$ cat config.mk
export PLATFORM = sky130hd
export DESIGN_NAME = sha256_block_sequencer_flat
export DESIGN_NICKNAME = d
export VERILOG_FILES = /design/src/rtl/sha256_block_sequencer_pkg.sv /design/src/rtl/sha256_block_sequencer_if.sv /design/src/rtl/sha256_block_sequencer_round_counter.sv /design/src/rtl/sha256_block_sequencer.sv /design/src/flat_wrapper.sv
export SDC_FILE = /design/constraint.sdc
export NUM_CORES = 1
export LEC_CHECK = 0
export ABC_CLOCK_PERIOD_IN_PS = 2900
export BUFFER_PORTS_ARGS = -buffer_cell sky130_fd_sc_hd__buf_2
export CAP_MARGIN = 20
export CORE_ASPECT_RATIO = 1.2
export CORE_MARGIN = 2
export CORE_UTILIZATION = 30
export CTS_BUF_LIST = sky130_fd_sc_hd__clkbuf_8
export CTS_CLUSTER_SIZE = 30
export DETAILED_ROUTE_END_ITERATION = 8
export PLACE_DENSITY_LB_ADDON = 0.25
export REMOVE_ABC_BUFFERS = 1
export SLEW_MARGIN = 20
export SYNTH_ARGS = -nofsm -noshare
export SYNTH_HDL_FRONTEND = slang
export SYNTH_SLANG_ARGS = --single-unit
$ cat constraint.sdc
create_clock -name clk -period 2.9 [get_ports clk]
set_input_delay 0.145 -clock clk [delete_from_list [all_inputs] [get_ports clk]]
set_output_delay 0.145 -clock clk [all_outputs]
set_load 0.02 [all_outputs]
$ cat src/rtl/sha256_block_sequencer_pkg.sv
// +--------------------------------------------------------------------------+
// | Package : sha256_seq_pkg                                                 |
// | Shared state encoding, block/message codes and helpers for the sequencer.|
// | Rev     : 1.0                                                            |
// +--------------------------------------------------------------------------+
`default_nettype none

package sha256_seq_pkg;

  typedef enum logic [2:0] {
    ST_IDLE  = 3'd0,
    ST_LOAD  = 3'd1,
    ST_ROUND = 3'd2,
    ST_ACCUM = 3'd3,
    ST_DONE  = 3'd4
  } seq_state_e;

  localparam logic [1:0] HB_IV   = 2'd0;
  localparam logic [1:0] HB_ADD1 = 2'd1;
  localparam logic [1:0] HB_ADD2 = 2'd2;
  localparam logic [1:0] HB_ADD3 = 2'd3;

  localparam logic [1:0] MSG_HDR1   = 2'd0;
  localparam logic [1:0] MSG_HDR2   = 2'd1;
  localparam logic [1:0] MSG_DIGEST = 2'd2;

  localparam int SHA_ROUNDS_MAX = 64;

`ifdef SHA_DOUBLE_HASH_EN
  localparam int NBLK = 3;
`else
  localparam int NBLK = 2;
`endif
  localparam logic [1:0] BLK_LAST = 2'(NBLK - 1);

  function automatic logic [1:0] hb_code(input logic [1:0] blk);
    case (blk)
      2'd0:    hb_code = HB_ADD1;
      2'd1:    hb_code = HB_ADD2;
      default: hb_code = HB_ADD3;
    endcase
  endfunction

  // Only the second header block chains from the accumulators.
  function automatic logic starts_from_iv(input logic [1:0] msel);
    return (msel == MSG_HDR1) || (msel == MSG_DIGEST);
  endfunction

endpackage

`default_nettype wire

$ cat src/rtl/sha256_block_sequencer_if.sv
// +--------------------------------------------------------------------------+
// | Interface : sha256_block_sequencer_if                                    |
// | Host request / core control signals of the SHA-256 block sequencer.      |
// | Rev       : 1.0                                                          |
// +--------------------------------------------------------------------------+
`default_nettype none

interface sha256_block_sequencer_if;
  logic       start;
  logic       abort;
  logic       ready;
  logic       busy;
  logic       load_msg;
  logic [1:0] msg_sel;
  logic       round_en;
  logic [5:0] round_idx;
  logic [1:0] hblock;
  logic       iv_sel;
  logic       done;

  modport master (
    output start, abort,
    input  ready, busy, load_msg, msg_sel, round_en, round_idx, hblock, iv_sel, done
  );

  modport slave (
    input  start, abort,
    output ready, busy, load_msg, msg_sel, round_en, round_idx, hblock, iv_sel, done
  );
endinterface

`default_nettype wire

$ cat src/rtl/sha256_block_sequencer_round_counter.sv
// +--------------------------------------------------------------------------+
// | Module : sha256_round_counter                                            |
// | Round index counter with clear, enable and terminal-count output.        |
// | Rev    : 1.0                                                             |
// +--------------------------------------------------------------------------+
`default_nettype none

module sha256_round_counter #(
  parameter int ROUNDS = 64
) (
  input  wire logic       clk,
  input  wire logic       rst,
  input  wire logic       i_clear,
  input  wire logic       i_enable,
  output logic      [5:0] o_count,
  output logic            o_last
);

  localparam logic [5:0] LAST_IDX = 6'(ROUNDS - 1);

  logic [5:0] count_q;
  logic [5:0] count_d;

  assign o_last  = i_enable && (count_q == LAST_IDX);
  assign o_count = count_q;

  always_comb begin
    count_d = count_q;
    if (i_clear) begin
      count_d = 6'd0;
    end else if (i_enable) begin
      count_d = o_last ? 6'd0 : count_q + 6'd1;
    end
  end

  always_ff @(posedge clk) begin
    if (rst) begin
      count_q <= 6'd0;
    end else begin
      count_q <= count_d;
    end
  end

endmodule

`default_nettype wire

$ cat src/rtl/sha256_block_sequencer.sv
// +--------------------------------------------------------------------------+
// | Module : sha256_block_sequencer                                          |
// | Sequences LOAD/ROUND/ACCUM passes over the header blocks of a SHA-256    |
// | hash; SHA_DOUBLE_HASH_EN adds a digest pass (Bitcoin double SHA-256).    |
// | Rev    : 1.0                                                             |
// +--------------------------------------------------------------------------+
`default_nettype none

module sha256_block_sequencer
  import sha256_seq_pkg::*;
#(
  parameter int ROUNDS = SHA_ROUNDS_MAX
) (
  input wire logic                 clk,
  input wire logic                 rst,
  sha256_block_sequencer_if.slave  bus
);

  seq_state_e state_q, state_d;
  logic [1:0] blk_q, blk_d;
  logic [1:0] hblock_q, hblock_d;
  logic [1:0] msg_sel_q, msg_sel_d;
  logic       load_msg_q, load_msg_d;
  logic       round_en_q, round_en_d;
  logic       iv_sel_q, iv_sel_d;
  logic       done_q, done_d;
  logic       ready_q, ready_d;
  logic [5:0] rnd_count;
  logic       rnd_last;

  sha256_round_counter #(.ROUNDS(ROUNDS)) u_round_counter (
    .clk      (clk),
    .rst      (rst),
    .i_clear  ((state_q != ST_ROUND) || bus.abort),
    .i_enable (state_q == ST_ROUND),
    .o_count  (rnd_count),
    .o_last   (rnd_last)
  );

  always_comb begin
    state_d  = state_q;
    blk_d    = blk_q;
    hblock_d = hblock_q;
    case (state_q)
      ST_IDLE: begin
        if (bus.start && !bus.abort) begin
          state_d = ST_LOAD;
          blk_d   = 2'd0;
        end
      end
      ST_LOAD:  state_d = ST_ROUND;
      ST_ROUND: begin
        if (rnd_last) begin
          state_d  = ST_ACCUM;
          hblock_d = hb_code(blk_q);
        end
      end
      ST_ACCUM: begin
        if (blk_q < BLK_LAST) begin
          blk_d   = blk_q + 2'd1;
          state_d = ST_LOAD;
        end else begin
          state_d = ST_DONE;
        end
      end
      ST_DONE:  state_d = ST_IDLE;
      default:  state_d = ST_IDLE;
    endcase

    if ((state_q != ST_IDLE) && bus.abort) begin
      state_d = ST_IDLE;
    end
    // Returning to IDLE by any path drops any partial accumulation.
    if (state_d == ST_IDLE) begin
      hblock_d = HB_IV;
      blk_d    = 2'd0;
    end

    load_msg_d = (state_d == ST_LOAD);
    round_en_d = (state_d == ST_ROUND);
    done_d     = (state_d == ST_DONE);
    ready_d    = (state_d == ST_IDLE);
    msg_sel_d  = blk_d;
    iv_sel_d   = starts_from_iv(blk_d);
  end

  always_ff @(posedge clk) begin
    if (rst) begin
      state_q    <= ST_IDLE;
      blk_q      <= 2'd0;
      hblock_q   <= HB_IV;
      msg_sel_q  <= MSG_HDR1;
      load_msg_q <= 1'b0;
      round_en_q <= 1'b0;
      iv_sel_q   <= 1'b1;
      done_q     <= 1'b0;
      ready_q    <= 1'b1;
    end else begin
      state_q    <= state_d;
      blk_q      <= blk_d;
      hblock_q   <= hblock_d;
      msg_sel_q  <= msg_sel_d;
      load_msg_q <= load_msg_d;
      round_en_q <= round_en_d;
      iv_sel_q   <= iv_sel_d;
      done_q     <= done_d;
      ready_q    <= ready_d;
    end
  end

  assign bus.ready     = ready_q;
  assign bus.busy      = !ready_q;
  assign bus.load_msg  = load_msg_q;
  assign bus.msg_sel   = msg_sel_q;
  assign bus.round_en  = round_en_q;
  assign bus.round_idx = round_en_q ? rnd_count : 6'd0;
  assign bus.hblock    = hblock_q;
  assign bus.iv_sel    = iv_sel_q;
  assign bus.done      = done_q;

endmodule

`default_nettype wire

$ cat src/flat_wrapper.sv
// flat-port wrapper written by rule: the top's interface ports become plain ports
module sha256_block_sequencer_flat import sha256_seq_pkg::*;
#(
  parameter int ROUNDS = SHA_ROUNDS_MAX
)
  (clk, rst, bus_start, bus_abort, bus_ready, bus_busy, bus_load_msg, bus_msg_sel, bus_round_en, bus_round_idx, bus_hblock, bus_iv_sel, bus_done);
  sha256_block_sequencer_if bus_i ();
  input wire logic clk;
  input wire logic rst;
  input wire logic [$bits(bus_i.start)-1:0] bus_start;
  input wire logic [$bits(bus_i.abort)-1:0] bus_abort;
  output wire logic [$bits(bus_i.ready)-1:0] bus_ready;
  output wire logic [$bits(bus_i.busy)-1:0] bus_busy;
  output wire logic [$bits(bus_i.load_msg)-1:0] bus_load_msg;
  output wire logic [$bits(bus_i.msg_sel)-1:0] bus_msg_sel;
  output wire logic [$bits(bus_i.round_en)-1:0] bus_round_en;
  output wire logic [$bits(bus_i.round_idx)-1:0] bus_round_idx;
  output wire logic [$bits(bus_i.hblock)-1:0] bus_hblock;
  output wire logic [$bits(bus_i.iv_sel)-1:0] bus_iv_sel;
  output wire logic [$bits(bus_i.done)-1:0] bus_done;
  assign bus_i.start = bus_start;
  assign bus_i.abort = bus_abort;
  assign bus_ready = bus_i.ready;
  assign bus_busy = bus_i.busy;
  assign bus_load_msg = bus_i.load_msg;
  assign bus_msg_sel = bus_i.msg_sel;
  assign bus_round_en = bus_i.round_en;
  assign bus_round_idx = bus_i.round_idx;
  assign bus_hblock = bus_i.hblock;
  assign bus_iv_sel = bus_i.iv_sel;
  assign bus_done = bus_i.done;
  sha256_block_sequencer #(.ROUNDS(ROUNDS)) u_core (.clk(clk), .rst(rst), .bus(bus_i));
endmodule
==> impl_metrics.toml, run 1 <==
[final_layout]
final_util_pct = 39.07
num-nets-final = 116
area_growth_pct = 22.99
fin_area_um2 = 997.2
drive_gt1_share_pct = 26.17
diodes = 0
fillers = 289

[clocking]
numCtsBuffers = 3
max-clock-path-buffers = 2
cts_tree = "built"
cts_setup_buffers = 0
cts_hold_buffers = 0
ctsResizeCount = 0
clock-sinks = 18
cts.clk_slew.worst_paths_ns = 0.07
clkLatencyLatePin_ns = 0.25
clockRootBuffer = "clkbuf_8"
htree_levels = 1

[grt]
grt_pass1_wl_um = 2704
grt_max_degree = 13
grt_util_all_layers_pct = 11.70
grt_pass1_vias = 618
antenna_found_initial = 0
gr-total-overflow = 0

[synth]
synth.area.mux_share_pct = 0
synth_top_family_by_area = "simple AND/OR/NAND/NOR gates"
synth_seq_cells = 18
yosys.cell_types.count = 32
synth_area_leader_cell = "dfxtp_1"
synth.cell_area_um2 = 810.8
synth_compound_area_share_pct = 12.81
yosys.area_share.simple_pct = 29.78
ys.flop_type = "dfxtp_1"
post_synth.cell_area_avg_um2 = 9.539
netlist_instances = 85
yosys-top-cells-count = "dfxtp_1, nor2_1, and2_1"
synthAdderAreaFrac_pct = 6.173
synth_xor_area_share_pct = 4.321
synth_area_leaders = "dfxtp_1, ha_1, and2_1"
synth-edff-count = 0
post-synth-top-count-cell = "dfxtp_1"
async_flop_share_pct = 0
seq_area_frac_synth_pct = 44.44
synth_warnings = 0
yosysTopAreaCellShare_pct = 44.44

[detailed_routing]
drc = 0
wire_per_inst_um = 10.96
wl_um = 1535
vias_per_cell = 4.564
drtIter0Drc = 5
ant_nets = 0
drtPass1Iterations = 3
num_vias = 639

[floorplanning]
fp.coreArea_mm2 = 0.002552
die_area_mm2 = 0.003136
rows = 20
ios = 20
start_util_pct = 31.76
die_y_um = 60.95
dieWidth_um = 51.46

[timing]
hold_viol_final = 0
rsz0062_at_grt = "no"
fmaxAchievable_mhz = 611.5
max_slew_margin_pct = 69.76
worst_pin_slew_ns = 0.4530
skew_ns = 0.005069
fin_crit_sh_pct = 56.39
slew_violations = 0
setup_viol = 0
period_needed_ns = 1.635
hold_slack_ns = 0.2124
fin_tns_setup_ns = 0

[status]
status = "finished, final reports clean"

[placement]
placed_area_um2 = 942.2
dp_hpwl_um = 1227
port_buffers = 19
gp_congestion = 0.7436

[setup_path]
cpLargestDelayFamily = "simple AND/OR/NAND/NOR gates"
worstPathRequired_ns = 3.06
cp_num_buf_inv = 0
slowest_stage = "nor4_4"
crit_type = "reg2reg"
crit_fanout = 6
end_kind = "register"
r2r_setup_slack_ns = 1.26
crit_chain = "ha_1, nand3_1, nor4_4, o31ai_2, a211oi_1"
max_stage_delay_ns = 0.40
critPathLaunchType = "register"
cp_data_arrival_time_ns = 1.80

[pwr]
vdd_drop_max_v = 0.0002131
power_density_mw_per_mm2 = 488.4
power_leakage_nw = 0.3965

[min_path]
hp-class = "in2reg"

[job]
maxCapViolations = 0
[power breakdown]
| group | total, mW | leakage (nW) | internal, mW | switching (mW) |
|---|---|---|---|---|
| clock | 0.199 | 0.0288 | 0.120 | 0.0788 |
| combinational | 0.0319 | 0.222 | 0.0143 | 0.0175 |
| sequential | 0.256 | 0.146 | 0.251 | 0.00464 |
[routing by layer]
metal	track usage (%)	vias up	share of wire, %
li1	-	339	-
met1	14.65	285	46
met2	18.32	13	48
met3	2.956	2	4.8
met4	6.767	0	0.98
met5	0	-	0
[path summary, 6_finish.rpt]
path,start,cells past startpoint,endpoint
worst max-delay path,u_core.u_round_counter.o_count[0]$_SDFFE_PP0P_,5,u_core.bus.hblock[1]$_SDFFE_PP0P_
worst min-delay path,rst,3,u_core.bus.ready$_SDFF_PP1_
worst max register to register,u_core.u_round_counter.o_count[0]$_SDFFE_PP0P_,5,u_core.bus.hblock[1]$_SDFFE_PP0P_
worst min register to register,u_core.u_round_counter.o_count[0]$_SDFFE_PP0P_,1,u_core.u_round_counter.o_count[0]$_SDFFE_PP0P_
[logic make-up after synthesis]
| logic type | count (synthesis) |
|---|---|
| AOI/OAI and AO/OA | 14 |
| xor gates and xnor gates | 4 |
| adders and majority gates | 4 |
| buffers and inverters | 5 |
| DFF | 18 |
| and+or+nand+nor | 40 |
[state kept, by name, summed over array words and instances (netlist names)]
name,count
u_core.bus.hblock,2
u_core.bus.iv_sel,1
u_core.u_round_counter.o_count,6
u_core.bus.done,1
u_core.bus.ready,1
u_core.bus.round_en,1
u_core.state_q,3
u_core.bus.load_msg,1
u_core.bus.msg_sel,2
[metrics by stage]
step                total power, mW  std cells  setup slack (ns)
global placement             0.2939        136             1.317
floorplan                    0.2835         84             1.343
detailed placement           0.2937        136             1.281
finish                       0.4870        140             1.265
global route                 0.5116        140             1.030
CTS                          0.4940        140             1.254
[cell type report]
class                      instances  area [um2]  area share, %
multi-input combinational         62       430.4          43.16
sequential                        18       360.3          36.14
timing repair buffer              19       95.09          9.536
clock buffer                       4       55.05          5.521
tap                               33       41.29          4.141
inverter                           4       15.01          1.506
[worst min-delay path: stages]
cell and delay [ns]:
buf_2 0.10, a211oi_1 0.06, o31ai_2 0.11
[layout by cell type, fill, tap and decap left out]
master and instances:
dfxtp_1 18, or2_4 1, nor4_4 1, or3_1 2, nand2_1 4, nor2_1 9, ha_1 4, nand3_1 2
xor2_1 1, a211oi_1 4, nand2b_4 1, o21bai_1 1, a21oi_1 3, o31ai_2 1, nor2b_1 2, clkbuf_8 4
o32ai_1 1, and2b_1 1, nand3b_1 1, nor3_1 4, or4b_1 1, or2_1 1, xnor2_1 3, o21ai_0 1
and2_1 6, nor4_1 1, o21a_1 1, nand2b_1 2, and3_1 1, a211o_1 1, inv_1 4, a21oi_2 1
buf_2 19
Note: power is estimated with default switching activity, not from simulation.
==> run 2, diff against run 1 <==
Settings changed: ABC_CLOCK_PERIOD_IN_PS 2900 to 1400.
Clock period 2.9 ns to 1.4 ns, I/O delays scaled along.
==> run 2 against run 1 <==
The run now ends with setup timing left. Sequential power increased by 110%. Count of clock-buffer cells in the layout unchanged. Core utilization increased by 10 points. Setup slack got worse by 1.3 ns. Critical endpoint is now u_core.bus.hblock[0]$_SDFFE_PP0P_.
==> impl_metrics.toml, run 2 (synthesis results as in run 1) <==
[clocking]
clockRootBuffer = "clkbuf_8"
numCtsBuffers = 3
max-clock-path-buffers = 2
clkLatencyLatePin_ns = 0.26
cts_tree = "built"
cts_hold_buffers = 0
htree_levels = 1
cts.clk_slew.worst_paths_ns = 0.07
clock-sinks = 18

[timing]
slew_violations = 0
worst_pin_slew_ns = 0.3443
hold_viol_final = 0
period_needed_ns = 1.425
skew_ns = 0.006704
max_slew_margin_pct = 76.87
setup_viol = 3
hold_slack_ns = 0.1316
fin_crit_sh_pct = 101.8
timing.final.ws_setup_ns = -0.02497
rsz0062_at_grt = "yes"
fmaxAchievable_mhz = 701.8

[min_path]
hp-class = "in2reg"
min_from = "rst"

[grt]
top_usage_layer = "met2"
grt_pass1_wl_um = 3001
gr-total-overflow = 0
grtUsageMet3_pct = 2.956
grt_util_met2_pct = 23.08
grt_max_degree = 11
met1_usage_pct = 14.55
antenna_found_initial = 0
grt_util_all_layers_pct = 13.16
grt_pass1_vias = 687

[detailed_routing]
drc = 0
drtIter0Drc = 7
ant_nets = 0
wl_um = 1923
wire_per_inst_um = 11.73
num_vias = 748
drtPass1Iterations = 2
vias_per_cell = 4.561

[floorplanning]
dieWidth_um = 51.46
die_y_um = 60.95
rows = 20
fp.coreArea_mm2 = 0.002552
ios = 20
die_area_mm2 = 0.003136
start_util_pct = 31.76

[status]
violations = "setup timing"
status = "finished, violations left"

[final_layout]
num-nets-final = 140
largest_reg_flops = 6
drive_gt1_share_pct = 51.15
mostFrequentLayoutCells = "buf_4, buf_2, dfxtp_1"
diodes = 0
area_growth_pct = 55.56
final_common_cell = "buf_4"

[setup_path]
crit_fanout = 6
crit_type = "reg2reg"
critPathLaunchType = "register"
reg2reg_from = "u_core.state_q[1]$_SDFF_PP0_"
crit_chain = "or2_4, a211oi_2, o31ai_4, a211oi_1"
cp_data_arrival_time_ns = 1.59
end_kind = "register"
max_stage_delay_ns = 0.37
worstPathRequired_ns = 1.57
worstSetupStartpoint = "u_core.state_q[1]$_SDFF_PP0_"
slowest_stage = "dfxtp_4"

[pwr]
vdd_drop_max_v = 0.0005255
power_density_mw_per_mm2 = 833.4
power_leakage_nw = 0.5347

[placement]
place_ws_ns = -0.09151
dp_hpwl_um = 1365
gp_congestion = 0.8781
port_buffers = 19

[job]
maxCapViolations = 0
[run 2: changes by cell type in the layout (fill, tap and decap cells not counted), sizes merged]
cell / change
buf: +24
[run 2: per-layer routing]
layer | share of wire (%) | vias up
met5 | 0 | -
met4 | 0.78 | 0
met3 | 3.9 | 2
met2 | 53 | 13
met1 | 42 | 347
li1 | - | 386
[run 2: critical path: cells and delay by family, from the launching register on]
family / cells / cell delay [ns]
AOI/OAI and AO/OA: 3 / 0.70
DFF: 1 / 0.37
and+or+nand+nor: 1 / 0.27
[run 2: layout make-up]
type                       instances  area [um2]
clock buffer                       4       55.05
inverter                           4       15.01
multi-input combinational         62       505.5
timing repair buffer              43       275.3
fill                             267        1291
tap                               33       41.29
sequential                        18       369.1
[run 2: stage by stage]
stage	power, mW	setup TNS [ns]	instances	utilization [%]	instance area, um2
finish	1.051	-0.04356	164	49.41	1261
global route	1.090	-0.2970	164	49.41	1261
CTS	1.054	-0.1520	162	47.40	1210
detailed placement	0.6190	-0.4287	156	42.79	1092
global placement	0.6175	-0.3994	156	42.79	1092
floorplan	0.5872	-0.8382	84	-	805.8
[run 2: repair_timing]
action / in CTS / in global routing
setup endpoints to repair: 7 / 11
endpoints found under the hold margin: 0 / 0
buffers inserted: 2 / 2
gates resized for setup: 10 / 12
pin swaps: 3 / 1
[run 2: report_power, final]
group | total, mW | internal (mW) | switching, mW | leakage [nW]
clock | 0.428 | 0.250 | 0.178 | 0.0288
combinational | 0.0940 | 0.0459 | 0.0481 | 0.358
sequential | 0.529 | 0.520 | 0.00917 | 0.148
[run 2: final timing paths]
path / endpoint / slack, ns / cells after the start
hold reg to reg: u_core.bus.hblock[0]$_SDFFE_PP0P_ / 0.49 / 2
setup / recovery: u_core.bus.hblock[0]$_SDFFE_PP0P_ / -0.02 / 4
hold / removal: u_core.bus.ready$_SDFF_PP1_ / 0.13 / 3
setup reg to reg: u_core.bus.hblock[0]$_SDFFE_PP0P_ / -0.02 / 4
